$ cat src/rtl/stopwatch_counter.sv
// SS.hh stopwatch: start/stop/clear FSM, hundredth-tick prescaler and a four-digit
// bank advanced through a chain of limited incrementers (59.99 -> 00.00 wrap).

`timescale 1ns/1ps

module lim_inc #(
    parameter int L = 9,
    parameter int W = $clog2(L) + 1
) (
    input  logic [W-1:0] a,
    input  logic         ci,
    output logic [W-1:0] sum,
    output logic         co
);

    // Increment by ci, wrapping to zero (and carrying out) when a sits at the limit
    always_comb begin
        co = ci && (a == W'(L));
        if (co) begin
            sum = '0;
        end else begin
            sum = a + W'(ci);
        end
    end

endmodule

module stopwatch_counter #(
    parameter int PRESCALE = 1_000_000,
    parameter int LIM_LO   = 9,
    parameter int LIM_HI   = 5
) (
    input  logic       clk,
    input  logic       reset,
    input  logic       start_stop,
    input  logic       clear,
    output logic [3:0] dig0,
    output logic [3:0] dig1,
    output logic [3:0] dig2,
    output logic [3:0] dig3,
    output logic       running,
    output logic       wrap
);

    localparam int PW = (PRESCALE > 1) ? $clog2(PRESCALE) : 1;
    localparam int WL = $clog2(LIM_LO) + 1;
    localparam int WH = $clog2(LIM_HI) + 1;

    typedef enum logic [1:0] {
        IDLE  = 2'd0,
        RUN   = 2'd1,
        PAUSE = 2'd2
    } state_t;

    state_t        state;
    logic [PW-1:0] presc;
    logic          tick;

    // Digit registers keep the full incrementer width so the wide sum feeds straight back
    logic [WL-1:0] d0, d1, d2;
    logic [WH-1:0] d3;
    logic [WL-1:0] s0, s1, s2;
    logic [WH-1:0] s3;
    logic          co0, co1, co2, co3;

    assign tick = (state == RUN) && (presc == PW'(PRESCALE - 1));

    lim_inc #(.L(LIM_LO), .W(WL)) u_inc0 (.a(d0), .ci(1'b1), .sum(s0), .co(co0));
    lim_inc #(.L(LIM_LO), .W(WL)) u_inc1 (.a(d1), .ci(co0),  .sum(s1), .co(co1));
    lim_inc #(.L(LIM_LO), .W(WL)) u_inc2 (.a(d2), .ci(co1),  .sum(s2), .co(co2));
    lim_inc #(.L(LIM_HI), .W(WH)) u_inc3 (.a(d3), .ci(co2),  .sum(s3), .co(co3));

    assign dig0 = 4'(d0);
    assign dig1 = 4'(d1);
    assign dig2 = 4'(d2);
    assign dig3 = 4'(d3);

    // Control FSM, prescaler and digit bank; clear overrides start_stop in every state
    always_ff @(posedge clk or posedge reset) begin
        if (reset) begin
            state   <= IDLE;
            presc   <= '0;
            d0      <= '0;
            d1      <= '0;
            d2      <= '0;
            d3      <= '0;
            running <= 1'b0;
            wrap    <= 1'b0;
        end else begin
            wrap <= 1'b0;
            if (clear) begin
                state   <= IDLE;
                presc   <= '0;
                d0      <= '0;
                d1      <= '0;
                d2      <= '0;
                d3      <= '0;
                running <= 1'b0;
            end else begin
                case (state)
                    IDLE: begin
                        presc <= '0;
                        d0    <= '0;
                        d1    <= '0;
                        d2    <= '0;
                        d3    <= '0;
                        if (start_stop) begin
                            state   <= RUN;
                            running <= 1'b1;
                        end else begin
                            state   <= IDLE;
                            running <= 1'b0;
                        end
                    end
                    RUN: begin
                        if (tick) begin
                            presc <= '0;
                            d0    <= s0;
                            d1    <= s1;
                            d2    <= s2;
                            d3    <= s3;
                            wrap  <= co3;
                        end else begin
                            presc <= presc + PW'(1);
                        end
                        if (start_stop) begin
                            state   <= PAUSE;
                            running <= 1'b0;
                        end else begin
                            state   <= RUN;
                            running <= 1'b1;
                        end
                    end
                    PAUSE: begin
                        if (start_stop) begin
                            state   <= RUN;
                            running <= 1'b1;
                        end else begin
                            state   <= PAUSE;
                            running <= 1'b0;
                        end
                    end
                    default: begin
                        state   <= IDLE;
                        presc   <= '0;
                        d0      <= '0;
                        d1      <= '0;
                        d2      <= '0;
                        d3      <= '0;
                        running <= 1'b0;
                    end
                endcase
            end
        end
    end

endmodule
$ cat config.mk
export PLATFORM = sky130hd
export DESIGN_NAME = stopwatch_counter
export DESIGN_NICKNAME = d
export VERILOG_FILES = /design/src/rtl/stopwatch_counter.sv
export SDC_FILE = /design/constraint.sdc
export NUM_CORES = 1
export LEC_CHECK = 0
export ABC_AREA = 0
export BUFFER_PORTS_ARGS = -buffer_cell sky130_fd_sc_hd__buf_2
export CORE_ASPECT_RATIO = 0.8
export CORE_UTILIZATION = 55
export DETAILED_ROUTE_END_ITERATION = 10
export PLACE_DENSITY = 0.74
export SLEW_MARGIN = 15
export SYNTH_ARGS = -nofsm -noshare
export SYNTH_HDL_FRONTEND = slang
export SYNTH_SLANG_ARGS = --single-unit
$ cat constraint.sdc
create_clock -name clk -period 3 [get_ports clk]
set_clock_uncertainty 0.05 [all_clocks]
set_input_delay 0.15 -clock clk [delete_from_list [all_inputs] [get_ports clk]]
set_output_delay 0.15 -clock clk [all_outputs]
set_load 0.01 [all_outputs]
==> out/results.txt, run 1 <==
Synth Instances = 258
Fraction of registers with async set/reset = 100%
Final hold violation count = 0
Nets = 284
Vias per inst = 5.91
Reg2Reg Depth = 11
Fmax = 391 MHz
Reg power frac = 57.4%
Hpwl dp = 3680 um
WHS Path Cells = 2
Initial antenna violation count = 0
Hold Startpoint = start_stop
Largest net degree at the start of global routing = 24
Die Ht = 62.3 um
Count of cell types in the netlist = 53
Worst VDD drop = 270 uV
Core Rows = 21
Reg-to-Reg Start = d0[1]
Sequential-to-total area share from yosys stat = 43.0%
CTS tree = done
Worst hold-check path type = input pin to flip-flop
Critical path endpoint category = flip-flop
RSZ-0062 raised after global routing = no
Type of the worst setup path = flip-flop to flip-flop
Total Neg Setup Slack = 0 ns
Status = completed
Mapped Nets = 271
Switching power = 256 uW
Die Area = 0.00483 mm2
P&R area growth vs syn = 6.20%
Drt wl/cell = 15.6 um
Maxcap violations = 0
# diodes = 0
# IOs = 22
Drt first pass iters = 4
Least-Margin Pin Slew = 0.742 ns
DIE WIDTH = 77.4 um
RR Endpoint = d2[4]
Vias in the first global route = 1,891
Fillers = 353
Fin Hold WS = 0.0489 ns
Arrival @ worst endpoint = 2.70 ns
Clock share of power = 35.9%
P per Cell Area = 384 mW/mm2
Leak = 1.20 nW
Post-synth EDFFs = 0
First-pass GRT wire length = 8900 um
Number of buffers created by CTS = 5
Initial core utilization = 58.4%
Gr usage total = 23.9%
PortBufs = 21
Tcrit/Tclk final = 85.2%
CTS hold repair buffers = 1
Combinational power share = 6.7%
Req. time, crit path = 3.14 ns
Clk sink count = 43
Top_reg_cell synth = dfrtp_1
Post-CTS Setup Bufs = 0
Sw frac = 25.1%
# DRC = 0
Final setup viols = 0
Hold Path End = state[1]
Crit path time final = 2.56 ns
Worst reg2reg setup slack = 0.44 ns
Number of warnings issued by yosys = 0
Slew Viols, Final = 0
GP Congestion = 0.812
Normalized max-slew margin = 50.2%
Clock root buffer = clkbuf_8
Total wire length = 5120 um
H-tree depth = 2
Startpoint types = flip-flop
Longest Clk Path Bufs = 2
CTS-repair resized insts = 0
Clk Latency, worst-skew pair = 0.31 ns
Avg Inst Size Synth = 9.70 um2
Crit path max fanout = 5
Clock transition at path regs = 0.08 ns
Synthesized cell area = 0.00250 mm2
ANT nets after route = 0
Gr ovfl total = 0
Int Pwr = 766 uW
Final Util = 62.1%
Fraction of layout cells with a size suffix above 1 = 16.5%
DRT iter0 DRCs = 144
Power, Total = 1.02 mW
Detailed-route via count = 1,946
Flop and latch count out of synthesis = 43
Core area = 0.00428 mm2
==> state kept, by name (all words and copies together), names as in the netlist <==
| name | cells |
|---|---|
| d0 | 5 |
| d1 | 5 |
| d2 | 5 |
| dig3 | 4 |
| presc | 20 |
| running | 1 |
| state | 2 |
| wrap | 1 |
==> cells by family after synthesis <==
kind of cell | synth area share, %
buffers and inverters | 6.15
adder cells (fa/ha/maj) | 4.50
AND/OR/NAND/NOR | 28.4
XOR/XNOR | 4.55
multiplexers | 0.850
AO/OA/AOI/OAI | 12.5
flip-flops | 43.0
==> synth_stat cells (3+ instances only) <==
master	number	area, um2
and4_1	4	35.0
dfrtp_1	43	1080
o21ai_0	7	35.0
nor2b_1	4	25.0
o31ai_1	4	30.0
xor2_1	11	96.3
inv_1	4	15.0
a31oi_1	5	31.3
ha_1	9	113
nor2_1	26	97.6
o21ai_1	8	40.0
nand2_1	25	93.8
a22o_1	6	52.6
nand3_1	19	95.1
nand4_1	7	43.8
buf_2	3	15.0
and3_1	4	25.0
buf_4	12	90.1
nor4_1	4	25.0
nand2b_1	4	25.0
nor3_1	4	20.0
a21oi_1	4	20.0
==> worst max-delay path, cell delays in order (launching register included) <==
cell       delay (ns)
dfrtp_1          0.42
inv_1            0.08
ha_1             0.19
nand4bb_4        0.14
or4_4            0.59
inv_2            0.10
ha_1             0.16
ha_1             0.18
nand3_1          0.13
nand2_1          0.09
nor2_1           0.04
a211o_1          0.26
==> layer usage <==
metal / share of wire (%) / global-route usage [%] / vias up
met3: 4.1 / 5.29 / 8
met5: 0 / 0 / -
met2: 41 / 32.7 / 40
met4: 1.7 / 10.4 / 0
li1: - / - / 946
met1: 53 / 35.8 / 952
==> area by class of cell <==
| type | count | area (um2) | share of cell area [%] |
|---|---|---|---|
| sequential | 43 | 1080 | 40.5 |
| tap | 57 | 71.3 | 2.68 |
| clock buffer | 7 | 76.3 | 2.87 |
| timing repair buffer | 25 | 138 | 5.18 |
| inverter | 5 | 18.8 | 0.706 |
| multi-input combinational | 191 | 1270 | 47.9 |
| clock inverter | 1 | 5.00 | 0.188 |
==> cells in the final DEF, fill, tap and decap left out, types with 3 or more instances in the layout <==
master	synthesis	final
and3_1	4	4
o31ai_1	4	4
a22o_1	6	6
nand3_1	19	19
nand4_1	7	7
nor2b_1	4	4
dfrtp_1	43	43
o21ai_0	7	7
nor4_1	4	4
a21oi_1	4	4
buf_2	3	21
o21ai_1	8	8
nor3_1	4	4
inv_1	4	3
and4_1	4	4
clkbuf_8	0	5
nand2b_1	4	4
buf_4	12	3
nand2_1	25	25
ha_1	9	9
xor2_1	11	11
a31oi_1	5	5
nor2_1	26	26
==> stage by stage <==
step                      instance area, um2  setup WS, ns  instances
after floorplan                         2500         0.658        258
after global placement                  2570         0.576        320
after detailed placement                2570         0.498        320
after CTS                               2660         0.466        329
after global routing                    2660         0.304        329
final                                   2660         0.445        329
==> worst max-delay path by stage <==
| stage | from | endpoint | slack [ns] | depth (start not counted) |
|---|---|---|---|---|
| after global routing | d0[1] | d2[4] | 0.30 | 11 |
| after global placement | d0[1] | d2[4] | 0.58 | 11 |
| after CTS | d0[1] | d2[4] | 0.47 | 11 |
| final | d0[1] | d2[4] | 0.44 | 11 |
| after detailed placement | d0[1] | d2[4] | 0.50 | 11 |
| after floorplan | d0[1] | d2[4] | 0.66 | 11 |
==> power by group through the flow <==
| stage | sequential, mW | combinational [mW] | clock (mW) |
|---|---|---|---|
| after floorplan | 0.598 | 0.0508 | 0 |
| after global placement | 0.598 | 0.0664 | 0 |
| after detailed placement | 0.598 | 0.0674 | 0 |
| after CTS | 0.586 | 0.0686 | 0.373 |
| after global routing | 0.587 | 0.0769 | 0.396 |
| final | 0.586 | 0.0682 | 0.367 |
Power figures use the tool's default switching activity.
==> run 2, diff against run 1 <==
CORE_UTILIZATION = 47   (was 55)
PLACE_DENSITY = 0.65   (was 0.74)
SLEW_MARGIN = 5   (was 15)
==> run 2 against run 1 <==
  * Sequential share of layout area decreased by 0.38 points
  * Final cell count increased by 1.5%
  * Die area increased by 17%
  * Setup slack improved by 0.017 ns
  * Power increased by 4.3%
  * Cell area increased by 0.94%
  * Fmax increased by 0.67%
  * Via count decreased by 2.5%
  * Clock-buffer cell count increased by 1
  * Largest cell class unchanged
  * Largest power group unchanged
==> out/results.txt, run 2 (synthesis results as in run 1) <==
Type of the worst setup path = flip-flop to flip-flop
Top reg by flops = presc
Gr usage total = 19.8%
Initial antenna violation count = 0
DIE WIDTH = 83.6 um
Vias per inst = 5.68
# diodes = 0
Hpwl dp = 3540 um
Clk sink count = 43
H-tree depth = 2
Fmax = 394 MHz
Least-Margin Pin Slew = 0.722 ns
Drt first pass iters = 4
Worst VDD drop = 307 uV
Leak = 1.21 nW
Fraction of layout cells with a size suffix above 1 = 16.9%
Gr ovfl total = 0
Normalized max-slew margin = 51.6%
Clock root buffer = clkbuf_8
Final setup viols = 0
Total wire length = 4950 um
Arrival @ worst endpoint = 2.68 ns
Slew Viols, Final = 0
P per Cell Area = 397 mW/mm2
Req. time, crit path = 3.14 ns
M3 GR Usage = 4.03%
Post-CTS Setup Bufs = 0
Die Area = 0.00562 mm2
Critical path endpoint category = flip-flop
Core Rows = 23
Startpoint types = flip-flop
Crit path max fanout = 5
Final hold violation count = 0
Die Ht = 67.3 um
Placed Instance Area = 0.00257 mm2
Final instance area = 0.00268 mm2
Power, Total = 1.07 mW
ANT nets after route = 0
Met1 usage = 30.0%
Vias in the first global route = 1,770
PortBufs = 21
Initial core utilization = 49.4%
Core area = 0.00506 mm2
P&R area growth vs syn = 7.20%
DRT iter0 DRCs = 117
# DRC = 0
Clock transition at path regs = 0.08 ns
Total Neg Setup Slack = 0 ns
Tcrit/Tclk final = 84.6%
Commonest cells after routing, fill and taps aside = dfrtp_1 (43), nor2_1 (26), nand2_1 (25)
Maxcap violations = 0
Number of buffers created by CTS = 5
Commonest non-fill, non-tap cell in the layout = dfrtp_1
Fillers = 455
Status = completed
Drt wl/cell = 14.8 um
Detailed-route via count = 1,897
Longest Clk Path Bufs = 2
Crit path time final = 2.54 ns
First-pass GRT wire length = 8720 um
Busiest grt layer = met1
GR Layer Usage met2 = 27.2%
Clk Latency, worst-skew pair = 0.30 ns
Nets = 284
Worst hold-check path type = input pin to flip-flop
# IOs = 22
GP Congestion = 0.794
Number of flip-flops in the largest register = 20
CTS tree = done
RSZ-0062 raised after global routing = no
Largest net degree at the start of global routing = 27
run 2: final timing paths:
path / start / to / slack [ns] / cells after the start
max: d0[1] / d2[4] / 0.46 / 11
min: start_stop / state[1] / 0.02 / 2
max reg2reg: d0[1] / d2[4] / 0.46 / 11
min reg2reg: d1[4] / d1[4] / 0.45 / 1
max in group asynchronous: reset / d0[0] / 1.86 / 4
min in group asynchronous: reset / running / 0.34 / 3
run 2: what timing repair did:
item | 4_1_cts | 5_1_grt
endpoints found under the setup margin | 0 | 0
hold endpoints to repair | 17 | 0
gates resized for setup | 0 | 0
hold buffers | 1 | 0
run 2: critical path: stages, from the launching register on:
cell,delay [ns]
dfrtp_1,0.41
inv_1,0.09
ha_1,0.20
nand4bb_4,0.15
or4_4,0.59
inv_2,0.10
ha_1,0.17
ha_1,0.18
nand3_1,0.10
nand2_1,0.09
nor2_1,0.04
a211o_1,0.26
run 2: metal layers:
layer,vias to the layer above,wire length (um)
met3,5,183
met1,911,2750
li1,951,-
met5,-,0
met4,0,60
met2,30,1960
run 2: through the flow:
| step | std cells | hold slack [ns] | util, % | worst slack, ns |
|---|---|---|---|---|
| floorplan | 258 | 0.212 | - | 0.658 |
| global placement | 325 | 0.142 | 50.8 | 0.565 |
| detailed placement | 325 | 0.153 | 50.8 | 0.484 |
| CTS | 334 | 0.0195 | 53.0 | 0.460 |
| global route | 334 | 0.0396 | 53.0 | 0.325 |
| finish | 334 | 0.0249 | 53.0 | 0.462 |
run 2: where the power goes:
part	total (mW)	internal (mW)	switching, mW	leakage [nW]
Clock	0.413	0.210	0.202	0.0515
Combinational	0.0668	0.0191	0.0478	0.559
Sequential	0.586	0.583	0.00355	0.598
Total	1.07	0.812	0.254	1.21
run 2: final cells by class:
class | count | area [um2] | share of cell area, %
multi-input combinational | 191 | 1270 | 47.4
sequential | 43 | 1080 | 40.1
timing repair buffer | 25 | 138 | 5.13
clock buffer | 8 | 100 | 3.73
tap | 62 | 77.6 | 2.89
inverter | 5 | 18.8 | 0.700
